`src/rtl/seg7_pkg.sv`:
```
// ---------------------------------------------------------------------------
// seg7_pkg
// Shared definitions for the seven-segment scan driver:
//   - SEG_A..SEG_G, SEG_DP : bit positions inside an 8-bit segment word
//                            laid out as {dp,g,f,e,d,c,b,a}
//   - SEG_W                : width of a segment word
//   - GLYPH_TBL            : 16-entry hex glyph table, each entry gfedcba
//                            (bit k drives segment k, bit 0 = a)
// ---------------------------------------------------------------------------
package seg7_pkg;

    localparam int unsigned SEG_A  = 0;
    localparam int unsigned SEG_B  = 1;
    localparam int unsigned SEG_C  = 2;
    localparam int unsigned SEG_D  = 3;
    localparam int unsigned SEG_E  = 4;
    localparam int unsigned SEG_F  = 5;
    localparam int unsigned SEG_G  = 6;
    localparam int unsigned SEG_DP = 7;

    localparam int unsigned SEG_W   = 8;
    localparam int unsigned GLYPH_W = 7;
    localparam int unsigned NIB_W   = 4;

    // Standard hex glyphs 0-9, A, b, C, d, E, F (active-high, gfedcba)
    localparam logic [GLYPH_W-1:0] GLYPH_TBL [16] = '{
        7'h3F, 7'h06, 7'h5B, 7'h4F,
        7'h66, 7'h6D, 7'h7D, 7'h07,
        7'h7F, 7'h6F, 7'h77, 7'h7C,
        7'h39, 7'h5E, 7'h79, 7'h71
    };

endpackage : seg7_pkg

```
`src/rtl/seg7_hex_lut.sv`:
```
// ---------------------------------------------------------------------------
// seg7_hex_lut
// Combinational nibble-to-glyph decode for one digit.
// Ports:
//   nibble_i  [3:0] : hex value to show
//   dp_i            : decimal point for this digit
//   blank_i         : suppress the whole digit (segments and dp off)
//   glyph_c_o [7:0] : {dp,g,f,e,d,c,b,a}, active-high, unregistered
// ---------------------------------------------------------------------------
module seg7_hex_lut
    import seg7_pkg::*;
(
    input  logic [NIB_W-1:0] nibble_i,
    input  logic             dp_i,
    input  logic             blank_i,
    output logic [SEG_W-1:0] glyph_c_o
);

    logic [GLYPH_W-1:0] raw;

    // Table lookup, then scatter into the named segment positions
    always_comb begin
        raw       = GLYPH_TBL[nibble_i];
        glyph_c_o = '0;
        if (!blank_i) begin
            glyph_c_o[SEG_A]  = raw[0];
            glyph_c_o[SEG_B]  = raw[1];
            glyph_c_o[SEG_C]  = raw[2];
            glyph_c_o[SEG_D]  = raw[3];
            glyph_c_o[SEG_E]  = raw[4];
            glyph_c_o[SEG_F]  = raw[5];
            glyph_c_o[SEG_G]  = raw[6];
            glyph_c_o[SEG_DP] = dp_i;
        end
    end

endmodule : seg7_hex_lut

```
`src/rtl/seg7_scan_driver.sv`:
```
// ---------------------------------------------------------------------------
// seg7_scan_driver
// Time-multiplexed driver for NUM_DIGITS common-pin seven-segment digits.
// Each digit owns a slot of DWELL clocks; the first GUARD clocks of a slot
// keep every digit off so segment lines can settle without ghosting.
// New data is captured into a shadow register on load_i and only becomes
// visible at the frame boundary, so a frame never shows a torn value.
//
// Parameters:
//   NUM_DIGITS (1..8), CLK_HZ, REFRESH_HZ, GUARD, ACTIVE_LOW (pin inversion)
// Ports:
//   clk, reset      : clock, synchronous active-high reset
//   data_i          : 4*NUM_DIGITS hex nibbles, digit 0 in the LSBs
//   dp_i            : decimal point per digit
//   load_i          : one-cycle capture request for data_i/dp_i
//   blank_i         : force all digits off while high
//   seg_o [7:0]     : {dp,g,f,e,d,c,b,a}, registered
//   dig_o           : one-hot digit enable, registered
//   pending_o       : a captured value is waiting for the frame boundary
//   frame_o         : one-cycle pulse when the last digit slot ends
// Build option:
//   SEG7_LZ_BLANK_EN : blank leading zero digits (digit 0 always shown)
// ---------------------------------------------------------------------------
module seg7_scan_driver
    import seg7_pkg::*;
#(
    parameter int unsigned NUM_DIGITS = 2,
    parameter int unsigned CLK_HZ     = 12000000,
    parameter int unsigned REFRESH_HZ = 100,
    parameter int unsigned GUARD      = 4,
    parameter int unsigned ACTIVE_LOW = 0
) (
    input  logic                    clk,
    input  logic                    reset,
    input  logic [4*NUM_DIGITS-1:0] data_i,
    input  logic [NUM_DIGITS-1:0]   dp_i,
    input  logic                    load_i,
    input  logic                    blank_i,
    output logic [SEG_W-1:0]        seg_o,
    output logic [NUM_DIGITS-1:0]   dig_o,
    output logic                    pending_o,
    output logic                    frame_o
);

    localparam int unsigned DWELL  = CLK_HZ / (REFRESH_HZ * NUM_DIGITS);
    localparam int unsigned CNT_W  = (DWELL > 1) ? $clog2(DWELL) : 1;
    localparam int unsigned IDX_W  = (NUM_DIGITS > 1) ? $clog2(NUM_DIGITS) : 1;
    localparam int unsigned DATA_W = NIB_W * NUM_DIGITS;
    // Segment reload window: strictly inside the guard, one count after the
    // previous digit went dark, so seg_o never moves while a digit is lit.
    localparam int unsigned SEG_LD_LO = (GUARD >= 2) ? 1 : 0;
    localparam int unsigned SEG_LD_HI = (GUARD >= 1) ? GUARD : 1;

    // Elaboration-time parameter checks
    if (NUM_DIGITS < 1 || NUM_DIGITS > 8) begin : g_bad_digits
        $error("seg7_scan_driver: NUM_DIGITS must be 1..8");
    end
    if (DWELL < GUARD + 2) begin : g_bad_dwell
        $error("seg7_scan_driver: DWELL must be at least GUARD+2");
    end

    // State
    logic [CNT_W-1:0]      cnt_q,         cnt_d;
    logic [IDX_W-1:0]      idx_q,         idx_d;
    logic [DATA_W-1:0]     shadow_data_q, shadow_data_d;
    logic [NUM_DIGITS-1:0] shadow_dp_q,   shadow_dp_d;
    logic [DATA_W-1:0]     disp_data_q,   disp_data_d;
    logic [NUM_DIGITS-1:0] disp_dp_q,     disp_dp_d;
    logic                  pending_q,     pending_d;
    logic                  frame_q,       frame_d;
    logic [SEG_W-1:0]      seg_q,         seg_d;
    logic [NUM_DIGITS-1:0] dig_q,         dig_d;

    // Combinational helpers
    logic                  slot_end;
    logic                  frame_end;
    logic                  dig_on;
    logic                  seg_ld;
    logic [NUM_DIGITS-1:0] lz_mask;
    logic [NIB_W-1:0]      cur_nib;
    logic                  cur_dp;
    logic                  cur_lz;
    logic [SEG_W-1:0]      glyph;

    assign slot_end  = (cnt_q == CNT_W'(DWELL - 1));
    assign frame_end = slot_end && (idx_q == IDX_W'(NUM_DIGITS - 1));

`ifdef SEG7_LZ_BLANK_EN
    // Walk from the top digit down; a digit is blanked while every digit at
    // or above it is zero. Digit 0 is never part of the mask.
    always_comb begin : lz_scan
        logic zero_above;
        zero_above = 1'b1;
        lz_mask    = '0;
        for (int i = int'(NUM_DIGITS) - 1; i >= 1; i--) begin
            zero_above = zero_above && (disp_data_q[NIB_W*i +: NIB_W] == 4'h0);
            lz_mask[i] = zero_above;
        end
    end
`else
    assign lz_mask = '0;
`endif

    // Select the nibble, dp and blank flag of the digit owning this slot
    always_comb begin
        cur_nib = '0;
        cur_dp  = 1'b0;
        cur_lz  = 1'b0;
        for (int i = 0; i < int'(NUM_DIGITS); i++) begin
            if (idx_q == IDX_W'(i)) begin
                cur_nib = disp_data_q[NIB_W*i +: NIB_W];
                cur_dp  = disp_dp_q[i];
                cur_lz  = lz_mask[i];
            end
        end
    end

    seg7_hex_lut u_lut (
        .nibble_i  (cur_nib),
        .dp_i      (cur_dp),
        .blank_i   (cur_lz),
        .glyph_c_o (glyph)
    );

    // Next-state: slot/digit counters, shadow handshake, output registers
    always_comb begin
        cnt_d         = cnt_q;
        idx_d         = idx_q;
        shadow_data_d = shadow_data_q;
        shadow_dp_d   = shadow_dp_q;
        disp_data_d   = disp_data_q;
        disp_dp_d     = disp_dp_q;
        pending_d     = pending_q;
        frame_d       = 1'b0;
        seg_d         = seg_q;
        dig_d         = '0;
        dig_on        = 1'b0;
        seg_ld        = 1'b0;

        if (slot_end) begin
            cnt_d = '0;
            idx_d = frame_end ? '0 : idx_q + IDX_W'(1);
        end else begin
            cnt_d = cnt_q + CNT_W'(1);
        end

        // Newest load always wins the shadow
        if (load_i) begin
            shadow_data_d = data_i;
            shadow_dp_d   = dp_i;
            pending_d     = 1'b1;
        end

        // Boundary transfer uses the pre-load shadow; a coincident load
        // stays pending for the following boundary.
        if (frame_end) begin
            disp_data_d = shadow_data_q;
            disp_dp_d   = shadow_dp_q;
            pending_d   = load_i;
            frame_d     = 1'b1;
        end

        dig_on = (cnt_q >= CNT_W'(GUARD)) && !blank_i;
        if (dig_on) begin
            dig_d = NUM_DIGITS'(1) << idx_q;
        end

        seg_ld = (cnt_q >= CNT_W'(SEG_LD_LO)) && (cnt_q < CNT_W'(SEG_LD_HI));
        if (blank_i) begin
            seg_d = '0;
        end else if (seg_ld) begin
            seg_d = glyph;
        end
    end

    always_ff @(posedge clk) begin
        if (reset) begin
            cnt_q         <= '0;
            idx_q         <= '0;
            shadow_data_q <= '0;
            shadow_dp_q   <= '0;
            disp_data_q   <= '0;
            disp_dp_q     <= '0;
            pending_q     <= 1'b0;
            frame_q       <= 1'b0;
            seg_q         <= '0;
            dig_q         <= '0;
        end else begin
            cnt_q         <= cnt_d;
            idx_q         <= idx_d;
            shadow_data_q <= shadow_data_d;
            shadow_dp_q   <= shadow_dp_d;
            disp_data_q   <= disp_data_d;
            disp_dp_q     <= disp_dp_d;
            pending_q     <= pending_d;
            frame_q       <= frame_d;
            seg_q         <= seg_d;
            dig_q         <= dig_d;
        end
    end

    // With a single digit the index register can never leave 0
    if (NUM_DIGITS == 1) begin : g_single_digit
        always_ff @(posedge clk) begin
            if (!reset) begin
                assert (idx_q == '0) else $error("seg7_scan_driver: digit index left 0");
            end
        end
    end

    // Pin polarity; the registers hold active-high values
    assign seg_o     = (ACTIVE_LOW != 0) ? ~seg_q : seg_q;
    assign dig_o     = (ACTIVE_LOW != 0) ? ~dig_q : dig_q;
    assign pending_o = pending_q;
    assign frame_o   = frame_q;

endmodule : seg7_scan_driver

```
`config.mk`:
```
export PLATFORM = sky130hd
export DESIGN_NAME = seg7_scan_driver
export DESIGN_NICKNAME = d
export VERILOG_FILES = /design/src/rtl/seg7_pkg.sv /design/src/rtl/seg7_hex_lut.sv /design/src/rtl/seg7_scan_driver.sv
export SDC_FILE = /design/constraint.sdc
export NUM_CORES = 1
export LEC_CHECK = 0
export CORE_MARGIN = 2
export CORE_UTILIZATION = 50
export CTS_BUF_LIST = sky130_fd_sc_hd__clkbuf_8 sky130_fd_sc_hd__clkbuf_16
export CTS_CLUSTER_DIAMETER = 50
export CTS_CLUSTER_SIZE = 24
export DETAILED_ROUTE_END_ITERATION = 12
export PLACE_DENSITY = 0.76
export SLEW_MARGIN = 20
export SYNTH_ARGS = -nofsm -noshare
export SYNTH_HDL_FRONTEND = slang
export SYNTH_SLANG_ARGS = --single-unit
```
`constraint.sdc`:
```
create_clock -name clk -period 2 [get_ports clk]
set_input_delay 0.4 -clock clk [delete_from_list [all_inputs] [get_ports clk]]
set_output_delay 0.4 -clock clk [all_outputs]
set_load 0.05 [all_outputs]
```
==> flow_metrics.env, run 1 <==
export IMPL_finalMaxSlewViolations=0
export IMPL_drt_pass1_iterations=4
export IMPL_startpoint_type="flop"
export IMPL_async_flop_share_pct=0
export IMPL_tightest_slew_ns=0.4997
export IMPL_syn_nets=272
export IMPL_postRouteAntennaNets=0
export IMPL_min_from="seg_o[6]$_SDFFE_PP0P_"
export IMPL_syn_cell_area_sq_um=2293
export IMPL_relSlewSlack_pct=66.58
export IMPL_dieArea_sq_um=5144
export IMPL_finalCriticalPeriod_ns=1.866
export IMPL_slowest_stage="clkdlybuf4s50_1"
export IMPL_avgViaCountPerCell=5.200
export IMPL_power_total_w=0.001852
export IMPL_hold_depth=2
export IMPL_clock_fmax_mhz=535.9
export IMPL_grt_max_degree=25
export IMPL_vdd_drop_max_mv=0.5136
export IMPL_grt_pass1_vias=1567
export IMPL_diodes=0
export IMPL_htree_levels=2
export IMPL_cpLargestDelayFamily="buffers and inverters"
export IMPL_syn_avg_cell_area_sq_um=9.285
export IMPL_synth_warnings=0
export IMPL_ios=26
export IMPL_worst_path_buf_inv=1
export IMPL_grt_ovfl_total=0
export IMPL_maxCapViolCount=0
export IMPL_clockBufferDepth=2
export IMPL_final_setup_tns_ns=0
export IMPL_ctsHoldBuffers=0
export IMPL_drc=0
export IMPL_skew_ns=0.008816
export IMPL_path_cells="clkdlybuf4s50_1"
export IMPL_drive_gt1_share_pct=12.37
export IMPL_start_util_pct=52.31
export IMPL_setup_viol=0
export IMPL_clk_pin_slew_ns=0.08
export IMPL_p_leak_nw=1.180
export IMPL_reg2reg_from="idx_q$_SDFFE_PP0N_"
export IMPL_yosysUniqueCellTypes=35
export IMPL_final_cell_mix="nor2_1 (51), dfxtp_1 (49), mux2i_1 (27)"
export IMPL_drt_iter0_drc=131
export IMPL_cp_slowest_stage_delay_ns=0.81
export IMPL_hold_ws_ns=0.4794
export IMPL_ys_ff_latch=49
export IMPL_grt_pass1_wl_microns=7265
export IMPL_routabilityCongestion=0.8718
export IMPL_fin_crit_sh_pct=93.30
export IMPL_crit_type="flop to output pin"
export IMPL_grtUsageTotal_pct=17.91
export IMPL_r2r_end="seg_o[3]$_SDFFE_PP0P_"
export IMPL_fp_dieH_microns=71.73
export IMPL_rrSetupSlack_ns=0.29
export IMPL_status="complete, no violations"
export IMPL_postCtsSetupBuffers=0
export IMPL_synth_edff_count=0
export IMPL_clkSinkCount=49
export IMPL_rr_worst_depth=6
export IMPL_cts_resized=0
export IMPL_clockRootBuffer="clkbuf_8"
export IMPL_syn_inst=247
export IMPL_finalNetCount=307
export IMPL_finalHoldViolations=0
export IMPL_power_density_nw_per_um2=674.0
export IMPL_rows=24
export IMPL_core_area_sq_um=4384
export IMPL_critPathCaptureType="output pin"
export IMPL_num_vias=1742
export IMPL_path_max_fanout=2
export IMPL_wl_microns=4163
export IMPL_dpl_hpwl_microns=3081
export IMPL_rsz0062_at_grt="false"
export IMPL_crit_required_ns=1.60
export IMPL_final_common_cell="nor2_1"
export IMPL_cts_tree="yes"
export IMPL_synth_top_flop_cell="dfxtp_1"
export IMPL_portBuffers=25
export IMPL_clock_latency_ns=0.31
export IMPL_hold_class="flop to flop"
export IMPL_die_w_microns=71.73
export IMPL_hold_end="seg_o[6]$_SDFFE_PP0P_"
export IMPL_yosysSeqAreaShare_pct=42.77
export IMPL_cts_buffers=5
export IMPL_grt_antenna_before_repair=0
export IMPL_syn2layout_area_growth_pct=19.80
export IMPL_cp_arrival_ns=1.47
export IMPL_wire_per_inst_microns=12.43
metrics by stage:
stage	setup WS, ns	cells	instance area (sq um)	util [%]
4_1_cts	0.1122	335	2748	62.67
6_report	0.1340	335	2748	62.67
5_1_grt	0.08007	335	2748	62.67
2_1_floorplan	0.03776	247	2293	-
3_3_place_gp	0.3123	327	2651	60.47
3_5_place_dp	0.3200	327	2651	60.47
report_power, final:
part	switching (W)	internal, W
sequential	0.0000182	0.00101
combinational	0.000124	0.0000964
clock	0.000328	0.000280
total	0.000470	0.00138
synthesized netlist by cell type, types with 2 or more instances:
cell type	count	area share [%]
o22ai_1	2	0.55
nor4_2	2	1.1
buf_1	2	0.33
and3_1	2	0.55
o21ai_0	4	0.87
nand4_1	8	2.2
dfxtp_1	49	43
a211oi_1	3	0.98
buf_6	2	0.98
mux2_2	3	1.5
ha_1	11	6.0
nor2_1	51	8.3
nor3_2	2	0.87
inv_1	10	1.6
mux2i_1	27	12
buf_2	5	1.1
nor4_1	2	0.55
nand3_1	7	1.5
xor2_1	13	5.0
nand2_1	15	2.5
nor3_1	6	1.3
clkbuf_1	2	0.33
a21oi_1	4	0.87
xnor2_1	4	1.5
worst register-to-register path, delay by kind of cell (launching register included):
family	cells	cell delay, ns
mux	1	0.42
compound gates	3	0.41
flops	1	0.41
fa+ha+maj	1	0.23
simple gates	1	0.17
metal layers:
metal  share of wire (%)  global-route usage, %  wire length (microns)
met5                   0                      0                      0
met1                  51                  25.29                   2139
met2                  43                  26.23                   1782
met3                 4.1                  4.360                    169
met4                 1.7                  7.338                     72
area by class of cell:
class                   instances  area [sq um]
well taps                      52         65.06
fillers                       398          1637
repair buffers                 39         355.3
clock inverters                 2         13.76
inverters                      10         37.54
clock buffers                   6         82.58
flip-flops and latches         49         980.9
multi-input cells             177          1212
registers in the layout, indices dropped and copies added (netlist names):
register / cells
idx_q: 1
shadow_data_q: 8
cnt_q: 16
dig_o: 2
disp_dp_q: 2
disp_data_q: 8
frame_o: 1
pending_o: 1
shadow_dp_q: 2
seg_o: 8
cell families after synthesis:
kind of cell               after synthesis  synth area share (%)
and+or+nand+nor                        100                 20.84
buffers and inverters                   21                 4.365
AOI/OAI and AO/OA                       18                 5.674
adders and majority gates               11                 6.001
xor gates and xnor gates                17                 6.492
DFF                                     49                 42.77
muxes                                   31                 13.86
how the worst max path moves through the flow:
| stage | from | to | slack (ns) | cells after the start |
|---|---|---|---|---|
| after floorplan | idx_q$_SDFFE_PP0N_ | seg_o[3]$_SDFFE_PP0P_ | 0.04 | 8 |
| after global placement | idx_q$_SDFFE_PP0N_ | seg_o[3]$_SDFFE_PP0P_ | 0.31 | 7 |
| after detailed placement | idx_q$_SDFFE_PP0N_ | seg_o[3]$_SDFFE_PP0P_ | 0.32 | 6 |
| after CTS | seg_o[4]$_SDFFE_PP0P_ | seg_o[4] | 0.11 | 1 |
| after global routing | seg_o[7]$_SDFFE_PP0P_ | seg_o[7] | 0.08 | 1 |
| final | seg_o[4]$_SDFFE_PP0P_ | seg_o[4] | 0.13 | 1 |
Power figures use the tool's default switching activity.
==> run 2, diff against run 1 <==
Settings changed: HOLD_SLACK_MARGIN set to 0.12.
==> results of run 2 <==
No change in the layout: final DEF, timing and power equal those of run 1.
